`src/rtl/kpn_pkg.sv`:
```
// rtl/kpn_pkg.sv - shared constants and helper functions for KPN channel modules
package kpn_pkg;

    localparam int KPN_TOKEN_BITS = 16;

    function automatic int kpn_count_width(input int depth);
        return $clog2(depth + 1);
    endfunction

    // Precharge token i, computed at 64 bits; callers keep the low token-width bits
    function automatic logic [63:0] kpn_precharge_token(input longint value, input longint step,
                                                        input int idx);
        return 64'(value + step * longint'(idx));
    endfunction

endpackage

```
`src/rtl/kpn_queue_precharged_if.sv`:
```
// rtl/kpn_queue_precharged_if.sv - producer/consumer handshake and status bundle of the queue
interface kpn_queue_precharged_if #(
    parameter int BITS_NUMBER   = 16,
    parameter int FIFO_ELEMENTS = 5
);
    import kpn_pkg::*;

    localparam int CW = kpn_count_width(FIFO_ELEMENTS);

    logic                   rd;
    logic                   wr;
    logic [BITS_NUMBER-1:0] entry_1;
    logic [BITS_NUMBER-1:0] output_1;
    logic                   valid_1;
    logic                   full;
    logic                   empty;
    logic [CW-1:0]          count;
    logic                   overflow;
    logic                   underflow;

    modport master (
        output rd, wr, entry_1,
        input  output_1, valid_1, full, empty, count, overflow, underflow
    );

    modport slave (
        input  rd, wr, entry_1,
        output output_1, valid_1, full, empty, count, overflow, underflow
    );

endinterface

```
`src/rtl/kpn_wrap_pointer.sv`:
```
// rtl/kpn_wrap_pointer.sv - modulo-DEPTH pointer that wraps by explicit compare
module kpn_wrap_pointer #(
    parameter int DEPTH       = 5,
    parameter int RESET_VALUE = 0
) (
    input  logic                     clk,
    input  logic                     reset,
    input  logic                     inc,
    output logic [$clog2(DEPTH)-1:0] ptr
);

    localparam int PW = $clog2(DEPTH);

    logic [PW-1:0] ptr_d;
    logic [PW-1:0] ptr_q;

    // Non-power-of-2 depths must never see the binary rollover values
    always_comb begin
        ptr_d = ptr_q;
        if (inc) begin
            if (ptr_q == PW'(DEPTH - 1)) begin
                ptr_d = '0;
            end else begin
                ptr_d = ptr_q + PW'(1);
            end
        end
    end

    always_ff @(posedge clk) begin
        if (reset) begin
            ptr_q <= PW'(RESET_VALUE);
        end else begin
            ptr_q <= ptr_d;
        end
    end

    assign ptr = ptr_q;

endmodule

```
`src/rtl/kpn_queue_precharged.sv`:
```
// rtl/kpn_queue_precharged.sv - precharged KPN channel FIFO with registered read and sticky error flags
module kpn_queue_precharged
    import kpn_pkg::*;
#(
    parameter int BITS_NUMBER              = KPN_TOKEN_BITS,
    parameter int FIFO_ELEMENTS            = 5,
    parameter int NUMBER_OF_PRECHARGE_DATA = 4,
    parameter int PRECHARGE_VALUE          = 0,
    parameter int PRECHARGE_STEP           = 1
) (
    input  logic                   clk,
    input  logic                   reset,
    kpn_queue_precharged_if.slave  q
);

    localparam int CW = kpn_count_width(FIFO_ELEMENTS);
    localparam int PW = $clog2(FIFO_ELEMENTS);

    if (FIFO_ELEMENTS < 2) begin : g_bad_depth
        $error("kpn_queue_precharged: FIFO_ELEMENTS must be at least 2");
    end
    if (NUMBER_OF_PRECHARGE_DATA > FIFO_ELEMENTS) begin : g_bad_precharge
        $error("kpn_queue_precharged: NUMBER_OF_PRECHARGE_DATA exceeds FIFO_ELEMENTS");
    end

    function automatic logic [BITS_NUMBER-1:0] token_at(input int idx);
        logic [63:0] t;
        t = kpn_precharge_token(PRECHARGE_VALUE, PRECHARGE_STEP, idx);
        return t[BITS_NUMBER-1:0];
    endfunction

    logic [BITS_NUMBER-1:0] mem_q [FIFO_ELEMENTS];
    logic [PW-1:0]          rd_ptr;
    logic [PW-1:0]          wr_ptr;

    logic [CW-1:0]          count_d,    count_q;
    logic [BITS_NUMBER-1:0] out_d,      out_q;
    logic                   valid_d,    valid_q;
    logic                   overflow_d, overflow_q;
    logic                   underflow_d, underflow_q;

    logic full_w;
    logic empty_w;
    logic rd_acc;
    logic wr_acc;

    assign full_w  = (count_q == CW'(FIFO_ELEMENTS));
    assign empty_w = (count_q == '0);

    // A read frees a slot in the same cycle, so a full queue still accepts rd+wr
    always_comb begin
        rd_acc      = q.rd && !empty_w;
        wr_acc      = q.wr && (!full_w || rd_acc);
        count_d     = count_q;
        out_d       = out_q;
        valid_d     = rd_acc;
        overflow_d  = overflow_q  | (q.wr && !wr_acc);
        underflow_d = underflow_q | (q.rd && !rd_acc);
        if (wr_acc && !rd_acc) begin
            count_d = count_q + CW'(1);
        end else if (rd_acc && !wr_acc) begin
            count_d = count_q - CW'(1);
        end
        if (rd_acc) begin
            out_d = mem_q[rd_ptr];
        end
    end

    always_ff @(posedge clk) begin
        if (reset) begin
            for (int i = 0; i < NUMBER_OF_PRECHARGE_DATA; i++) begin
                mem_q[i] <= token_at(i);
            end
        end else if (wr_acc) begin
            mem_q[wr_ptr] <= q.entry_1;
        end
    end

    always_ff @(posedge clk) begin
        if (reset) begin
            count_q     <= CW'(NUMBER_OF_PRECHARGE_DATA);
            out_q       <= '0;
            valid_q     <= 1'b0;
            overflow_q  <= 1'b0;
            underflow_q <= 1'b0;
        end else begin
            count_q     <= count_d;
            out_q       <= out_d;
            valid_q     <= valid_d;
            overflow_q  <= overflow_d;
            underflow_q <= underflow_d;
        end
    end

    kpn_wrap_pointer #(
        .DEPTH       (FIFO_ELEMENTS),
        .RESET_VALUE (0)
    ) u_rd_ptr (
        .clk   (clk),
        .reset (reset),
        .inc   (rd_acc),
        .ptr   (rd_ptr)
    );

    kpn_wrap_pointer #(
        .DEPTH       (FIFO_ELEMENTS),
        .RESET_VALUE (NUMBER_OF_PRECHARGE_DATA % FIFO_ELEMENTS)
    ) u_wr_ptr (
        .clk   (clk),
        .reset (reset),
        .inc   (wr_acc),
        .ptr   (wr_ptr)
    );

    assign q.output_1  = out_q;
    assign q.valid_1   = valid_q;
    assign q.full      = full_w;
    assign q.empty     = empty_w;
    assign q.count     = count_q;
    assign q.overflow  = overflow_q;
    assign q.underflow = underflow_q;

endmodule

```
`src/flat_wrapper.sv`:
```
// flat-port wrapper written by rule: the top's interface ports become plain ports
module kpn_queue_precharged_flat import kpn_pkg::*;
#(
    parameter int BITS_NUMBER              = KPN_TOKEN_BITS,
    parameter int FIFO_ELEMENTS            = 5,
    parameter int NUMBER_OF_PRECHARGE_DATA = 4,
    parameter int PRECHARGE_VALUE          = 0,
    parameter int PRECHARGE_STEP           = 1
)
  (clk, reset, q_rd, q_wr, q_entry_1, q_output_1, q_valid_1, q_full, q_empty, q_count, q_overflow, q_underflow);
  kpn_queue_precharged_if #(.BITS_NUMBER(BITS_NUMBER), .FIFO_ELEMENTS(FIFO_ELEMENTS)) q_i ();
  input  logic clk;
  input  logic reset;
  input wire logic [$bits(q_i.rd)-1:0] q_rd;
  input wire logic [$bits(q_i.wr)-1:0] q_wr;
  input wire logic [$bits(q_i.entry_1)-1:0] q_entry_1;
  output wire logic [$bits(q_i.output_1)-1:0] q_output_1;
  output wire logic [$bits(q_i.valid_1)-1:0] q_valid_1;
  output wire logic [$bits(q_i.full)-1:0] q_full;
  output wire logic [$bits(q_i.empty)-1:0] q_empty;
  output wire logic [$bits(q_i.count)-1:0] q_count;
  output wire logic [$bits(q_i.overflow)-1:0] q_overflow;
  output wire logic [$bits(q_i.underflow)-1:0] q_underflow;
  assign q_i.rd = q_rd;
  assign q_i.wr = q_wr;
  assign q_i.entry_1 = q_entry_1;
  assign q_output_1 = q_i.output_1;
  assign q_valid_1 = q_i.valid_1;
  assign q_full = q_i.full;
  assign q_empty = q_i.empty;
  assign q_count = q_i.count;
  assign q_overflow = q_i.overflow;
  assign q_underflow = q_i.underflow;
  kpn_queue_precharged #(.BITS_NUMBER(BITS_NUMBER), .FIFO_ELEMENTS(FIFO_ELEMENTS), .NUMBER_OF_PRECHARGE_DATA(NUMBER_OF_PRECHARGE_DATA), .PRECHARGE_VALUE(PRECHARGE_VALUE), .PRECHARGE_STEP(PRECHARGE_STEP)) u_core (.clk(clk), .reset(reset), .q(q_i));
endmodule
```
`config.mk`:
```
export PLATFORM = sky130hd
export DESIGN_NAME = kpn_queue_precharged_flat
export DESIGN_NICKNAME = d
export VERILOG_FILES = /design/src/rtl/kpn_pkg.sv /design/src/rtl/kpn_queue_precharged_if.sv /design/src/rtl/kpn_wrap_pointer.sv /design/src/rtl/kpn_queue_precharged.sv /design/src/flat_wrapper.sv
export SDC_FILE = /design/constraint.sdc
export NUM_CORES = 1
export LEC_CHECK = 0
export ABC_AREA = 1
export CORE_MARGIN = 10
export CORE_UTILIZATION = 49
export CTS_CLUSTER_DIAMETER = 200
export DETAILED_ROUTE_END_ITERATION = 6
export PLACE_DENSITY_LB_ADDON = 0.3
export SYNTH_ARGS = -nofsm -noshare
export SYNTH_HDL_FRONTEND = slang
export SYNTH_SLANG_ARGS = --single-unit
```
`constraint.sdc`:
```
create_clock -name clk -period 2.5 [get_ports clk]
set_input_delay 0.75 -clock clk [delete_from_list [all_inputs] [get_ports clk]]
set_output_delay 0.75 -clock clk [all_outputs]
set_load 0.03 [all_outputs]
```
# Word-level counts from Yosys, hierarchy flattened
# Memories as Yosys holds them, arrays and structs flattened. A register that Yosys moved wholly into a read port is not among the register bits.
# Index checks and enable logic that the tools add are counted.
# op_classes
n_mux	12
bitwise	2
n_reduce_logical	14
n_addsub	4
n_eq_ne	3
# ops
cell	count
16-bit 2-to-1 mux	1
16-bit OR reduction	1
3-bit 2-to-1 mux	5
3-bit by 1-bit adder with 3-bit output (second input constant)	3
3-bit equality test (second input constant)	3
1-bit logical AND	6
1-bit 2-to-1 mux	6
1-bit logical NOT	4
3-bit logical NOT	1
3-bit by 1-bit subtractor with 3-bit output (second input constant)	1
1-bit bitwise OR	2
2-bit nonzero test	1
1-bit logical OR	1
# totals
regBits	12
in_bits	20
word_cells	42
output_inout_bits	24
ramBits	80
memories	1
# memory_table
memory	words	word_bits	read_ports	rd_ports_with_merged_regs	write_ports	line	text
u_core.mem_q	5	16	1	1	4	kpn_queue_precharged.sv:32	logic [BITS_NUMBER-1:0] mem_q [FIFO_ELEMENTS];

# Depth between registers and ports, before layout
# Gate-level depths: netlist (run 1).
# logic_depth
ltp_word	10
ltp_mapped	12

# Modules after synthesis
# Synthesis (run 1) repeated with hierarchy kept, for this count alone.
# hier_totals
cells_unflattened	750
hier_area_um2	7039.3
# modules_own_cells
module	n_inst	seq_area_each_um2	area_each_um2	cells_per_inst
kpn_queue_precharged	1	4284.1	6703.9	702
kpn_wrap_pointer (u_core.u_rd_ptr)	1	60.1	173.9	25
kpn_wrap_pointer (u_core.u_wr_ptr)	1	60.1	161.4	23

# Worst setup path before layout (run 1)
# Ideal clock, no wire load.
# synth_path
path_kind	input-to-reg
startpoint	input q_rd
endpoint	memory u_core.mem_q[4][0] (enable)
arrival_time_ps	1913
stages	6
required_time_ps	2112
setup_slack_ps	198
setup_ps	388
path_cell_list	inv_2 -> nand2_2 -> nand2_4 -> nor2_8 -> nand2_1 -> nor2_1
# synth_lines
element	line	text
start: declaration	flat_wrapper.sv:14	input wire logic [$bits(q_i.rd)-1:0] q_rd;
end: declaration	kpn_queue_precharged.sv:32	

# Worst setup path in the final report (run 1)
# layout_path
startpoint	register u_core.count_q[1] (netlist: u_core.q.count[1])
endpoint	output q_count[1]
# layout_lines
element	line	text
start: declaration	kpn_queue_precharged.sv:36	logic [CW-1:0] count_d, count_q;
start signal: assignment	kpn_queue_precharged.sv:81	count_q <= CW'(NUMBER_OF_PRECHARGE_DATA);
start signal: assignment	kpn_queue_precharged.sv:87	count_q <= count_d;
end: declaration	flat_wrapper.sv:21	output wire logic [$bits(q_i.count)-1:0] q_count;
# No word-level cell between the ends.

==> results of run 1 <==
-- Yosys cell counts (2+ instances only) --
| library cell | instances | share of area [%] |
|---|---|---|
| sky130_fd_sc_hd__nand2_1 | 190 | 10 |
| sky130_fd_sc_hd__edfxtp_1 | 128 | 55 |
| sky130_fd_sc_hd__inv_1 | 122 | 6.5 |
| sky130_fd_sc_hd__nand3_1 | 100 | 7.1 |
| sky130_fd_sc_hd__nor2_1 | 64 | 3.4 |
| sky130_fd_sc_hd__dfxtp_1 | 28 | 8.0 |
| sky130_fd_sc_hd__a21oi_1 | 24 | 1.7 |
| sky130_fd_sc_hd__buf_2 | 19 | 1.4 |
| sky130_fd_sc_hd__clkbuf_1 | 12 | 0.64 |
| sky130_fd_sc_hd__nor2_2 | 11 | 0.98 |
| sky130_fd_sc_hd__o21ai_0 | 7 | 0.50 |
| sky130_fd_sc_hd__ha_1 | 5 | 0.89 |
| sky130_fd_sc_hd__inv_2 | 5 | 0.27 |
| sky130_fd_sc_hd__buf_6 | 4 | 0.64 |
| sky130_fd_sc_hd__nand3_4 | 4 | 1.0 |
| sky130_fd_sc_hd__nand4_1 | 4 | 0.36 |
| sky130_fd_sc_hd__clkinv_1 | 2 | 0.11 |
| sky130_fd_sc_hd__nand2_2 | 2 | 0.18 |
-- timing repair --
action                                  4_1_cts  5_1_grt
gates resized for setup                       2        0
endpoints found under the setup margin        2        0
buffers inserted                              0        0
-- final cells by class --
cell class	count	share of cell area, %
flip-flops and latches	156	52.4
multi-input cells	419	23.1
repair buffers	80	9.13
inverters	129	5.76
clock buffers	18	5.22
well taps	180	2.68
clock inverters	14	1.74
-- kinds of logic after synthesis --
group                    synth area share [%]
AO/OA/AOI/OAI                            2.42
adder cells (fa/ha/maj)                  1.18
buffers and inverters                    9.63
flip-flops                               62.7
AND/OR/NAND/NOR                          24.1
-- how the worst max path moves through the flow --
stage / startpoint / end / slack, ns / cells after the start
finish: u_core.q.count[1]$_SDFFE_PP0P_ / q_count[1] / 0.15 / 1
global route: u_core.q.count[1]$_SDFFE_PP0P_ / q_count[1] / 0.09 / 1
CTS: u_core.q.count[1]$_SDFFE_PP0P_ / q_count[1] / 0.12 / 1
detailed placement: q_rd / u_core.q.count[2]$_SDFFE_PP1P_ / -0.09 / 12
global placement: q_rd / u_core.q.count[2]$_SDFFE_PP1P_ / -0.07 / 12
floorplan: q_rd / u_core.mem_q[4][0]$_DFFE_PP_ / 0.20 / 6
-- routing by layer --
metal	up-vias	part of all wire, %
met3	40	5.9
met4	0	3.7
li1	2493	-
met5	-	0
met1	2500	38
met2	175	52
-- sequential cells by signal (all words and copies together) (netlist names) --
register	flops
u_core.q.valid_1	1
u_core.u_wr_ptr.ptr	3
u_core.mem_q	128
u_core.q.overflow	1
u_core.u_rd_ptr.ptr	3
u_core.q.count	3
u_core.q.output_1	16
u_core.q.underflow	1
-- power breakdown --
| part | total (uW) | switching [uW] | internal [uW] |
|---|---|---|---|
| logic | 1250 | 824 | 421 |
| clock network | 2540 | 1050 | 1490 |
| registers | 3040 | 76.8 | 2960 |
| total | 6820 | 1950 | 4880 |
-- through the flow --
step,TNS (ns),power [uW]
finish,0,6820
global route,0,7100
detailed placement,-0.853,4330
CTS,0,6850
floorplan,0,3870
global placement,-0.0733,4300
==> run summary, run 1 <==
The share of synthesized flip-flops with an asynchronous set or reset came out at 0%. The met3 usage in global routing was 4.05%; the hold-critical path depth was 2. The depth of the worst register-to-register path was 10. The worst path uses 94.1% of the clock period. Delay contributed by the slowest stage of the critical path: 0.73 ns.

After floorplanning, the core was sized to cover 14,000 um^2. For the pin with the worst max-slew slack, the measured transition is 0.695 ns. The clock drives 156 sinks.

Across the VDD grid, the largest voltage drop is 0.561 mV. The global-route layer with the greatest usage was met2. During synthesis, Yosys emitted a total of 0 warnings.

For the via count of the first global-routing pass, the log shows 5,208. The number of input and output port buffers inserted is 43, and the iteration-0 DRC count of the detailed router is 533. The first detailed-routing pass took 5 iterations. When the netlist entered floorplanning its net count stood at 766.

During I/O placement, the number of pins put on the boundary was 44. On the final layout, the worst hold slack is 0.452 ns. Summing the sequential cell areas from Yosys gives 62.7% of the chip area. The normalized max-slew margin was 53.6%; the leakage dissipation was 0.00360 uW. Number of buffers and inverters on the critical path: 1. STA classifies the critical path startpoint as a register. In this run the number of H-tree levels came out at 4. Leaving out fill and tap cells, the most frequent cell in the layout is sky130_fd_sc_hd__nand2_1.

The synthesized netlist occupies a cell area of 7030 um^2. In this run, synthesis inferred 128 flip-flops with an integrated enable. The die covers 19,500 um^2.

Entering global routing, the biggest net connects 66 pins. The cell count after placement is 964, and the worst endpoint data arrival time is 1.60 ns. In this run the register-to-register setup slack is 0.64 ns.

The final hold violation count is 0. The kind of cell with the highest combined delay along the critical path is buffers and inverters. The height of the chip was 140 um. Setup repair after global routing left no endpoint under its margin. The run finished with clean final reports. The tools report the deepest clock path buffer count as 2.

The number of distinct library cell variants in the gate-level netlist after synthesis is 27, and the post-detailed-route count of antenna-violating nets is 0. The slowest stage of the critical path is the sky130_fd_sc_hd__clkdlybuf4s50_1 cell. Excluding fillers, the count of instances in the completed layout stands at 996. The worst reg2reg path startpoint was u_core.q.count[0]$_SDFFE_PP0P_.

In the final layout, the multi-input gates occupy 1940 um^2. In this run the worst path has a maximum fanout of 4. Summing all flip-flop and latch instances after layout gives 4410 um^2.

The floorplan has 43 rows. Dividing the detail-routed wire length by the instance count gives 16.8 um. Across all setup checks in the final design, the least slack found is 0.148 ns. The total of endpoints with negative setup slack in the final report is 0.

For met1 alone, demand over resource in global routing was 18.8%. In the synthesized netlist the dominant register cell turns out to be sky130_fd_sc_hd__edfxtp_1. The area growth from synthesis to layout is 19.8%. The number of instances in the synthesized netlist was 740. Static timing analysis puts the maximum clock frequency at 0.425 GHz. Buffers inserted during clock tree synthesis total 17. Last weighted congestion value of the routability-driven placer: 0.816. TritonCTS built the clock tree. The number of fill cells in the layout came out at 1,159. The starting utilization of the core area came out at 50.2%. The critical path goes through clkdlybuf4s50_1.

For the final routed DRC violation total, the log shows 0. The sink of the worst hold path is u_core.q.overflow$_SDFF_PP0_. The first global-routing pass estimated 26,400 um of wire. Summing over every cut layer, the via total after detailed routing is 5,208. The total overflow left after global routing is 0.

Library cell used as clock root buffer: sky130_fd_sc_hd__clkbuf_16. The placed instance area was 7830 um^2. Measured along the x axis, the die boundary spans 140 um. The post-detailed-route via-to-cell ratio is 5.23, and the final HPWL from detailed placement is 11,000 um.

The min-delay analysis places its worst path in the category reg2reg. Number of pins with negative max-slew slack in the final report: 0. The worst hold path begins at u_core.q.overflow$_SDFF_PP0_.

The run gives 0.00693 ns as the worst clock skew. The capturing element type of the critical path was an output pin. The endpoint identified for the worst register-to-register timing path is u_core.q.count[1]$_SDFFE_PP0P_. For this run, the post-layout net count is 829. In the global route stage, met2 resource usage came out at 29.9%. By startpoint and endpoint, the worst setup path is classified as reg2out. The ratio of total power to cell area is 811 nW/um^2. The critical path required time was 1.75 ns; the number of antenna violations at the first check in global routing was 0.

The later pin in the worst-skew pair is clocked with a latency of 0.43 ns. The fraction of final layout cells with drive strength greater than 1 was 11.6%. The shortest clock period the worst path allows after layout was 2.35 ns; the post-route cell area was 8410 um^2. 0 antenna diodes ended up in the layout. For this block, the routed nets add up to 16,700 um of wire. Across every metal layer, demand over resource in global routing totals 17.2%.

The max-capacitance violation count was 0; the post-synthesis area per instance was 9.49 um^2. Prior to clock tree synthesis, the placed netlist has a worst setup slack of -0.0947 ns. The top cell types in the final layout, fill and taps aside, are 190 x sky130_fd_sc_hd__nand2_1, 128 x sky130_fd_sc_hd__edfxtp_1, 121 x sky130_fd_sc_hd__inv_1. Hold repair after CTS inserted 0 buffers.

The synthesized design contains 156 register bits. Clock-pin slew was measured on the worst setup and hold paths at 0.06 ns. The final core utilization came out at 60.1%.
Note: power is estimated with default switching activity, not from simulation.
==> inputs of run 2 (changes only) <==
Settings changed: CAP_MARGIN from default to 5.
==> results of run 2 <==
Same layout as run 1: the final DEF is identical, and so are final timing and power.
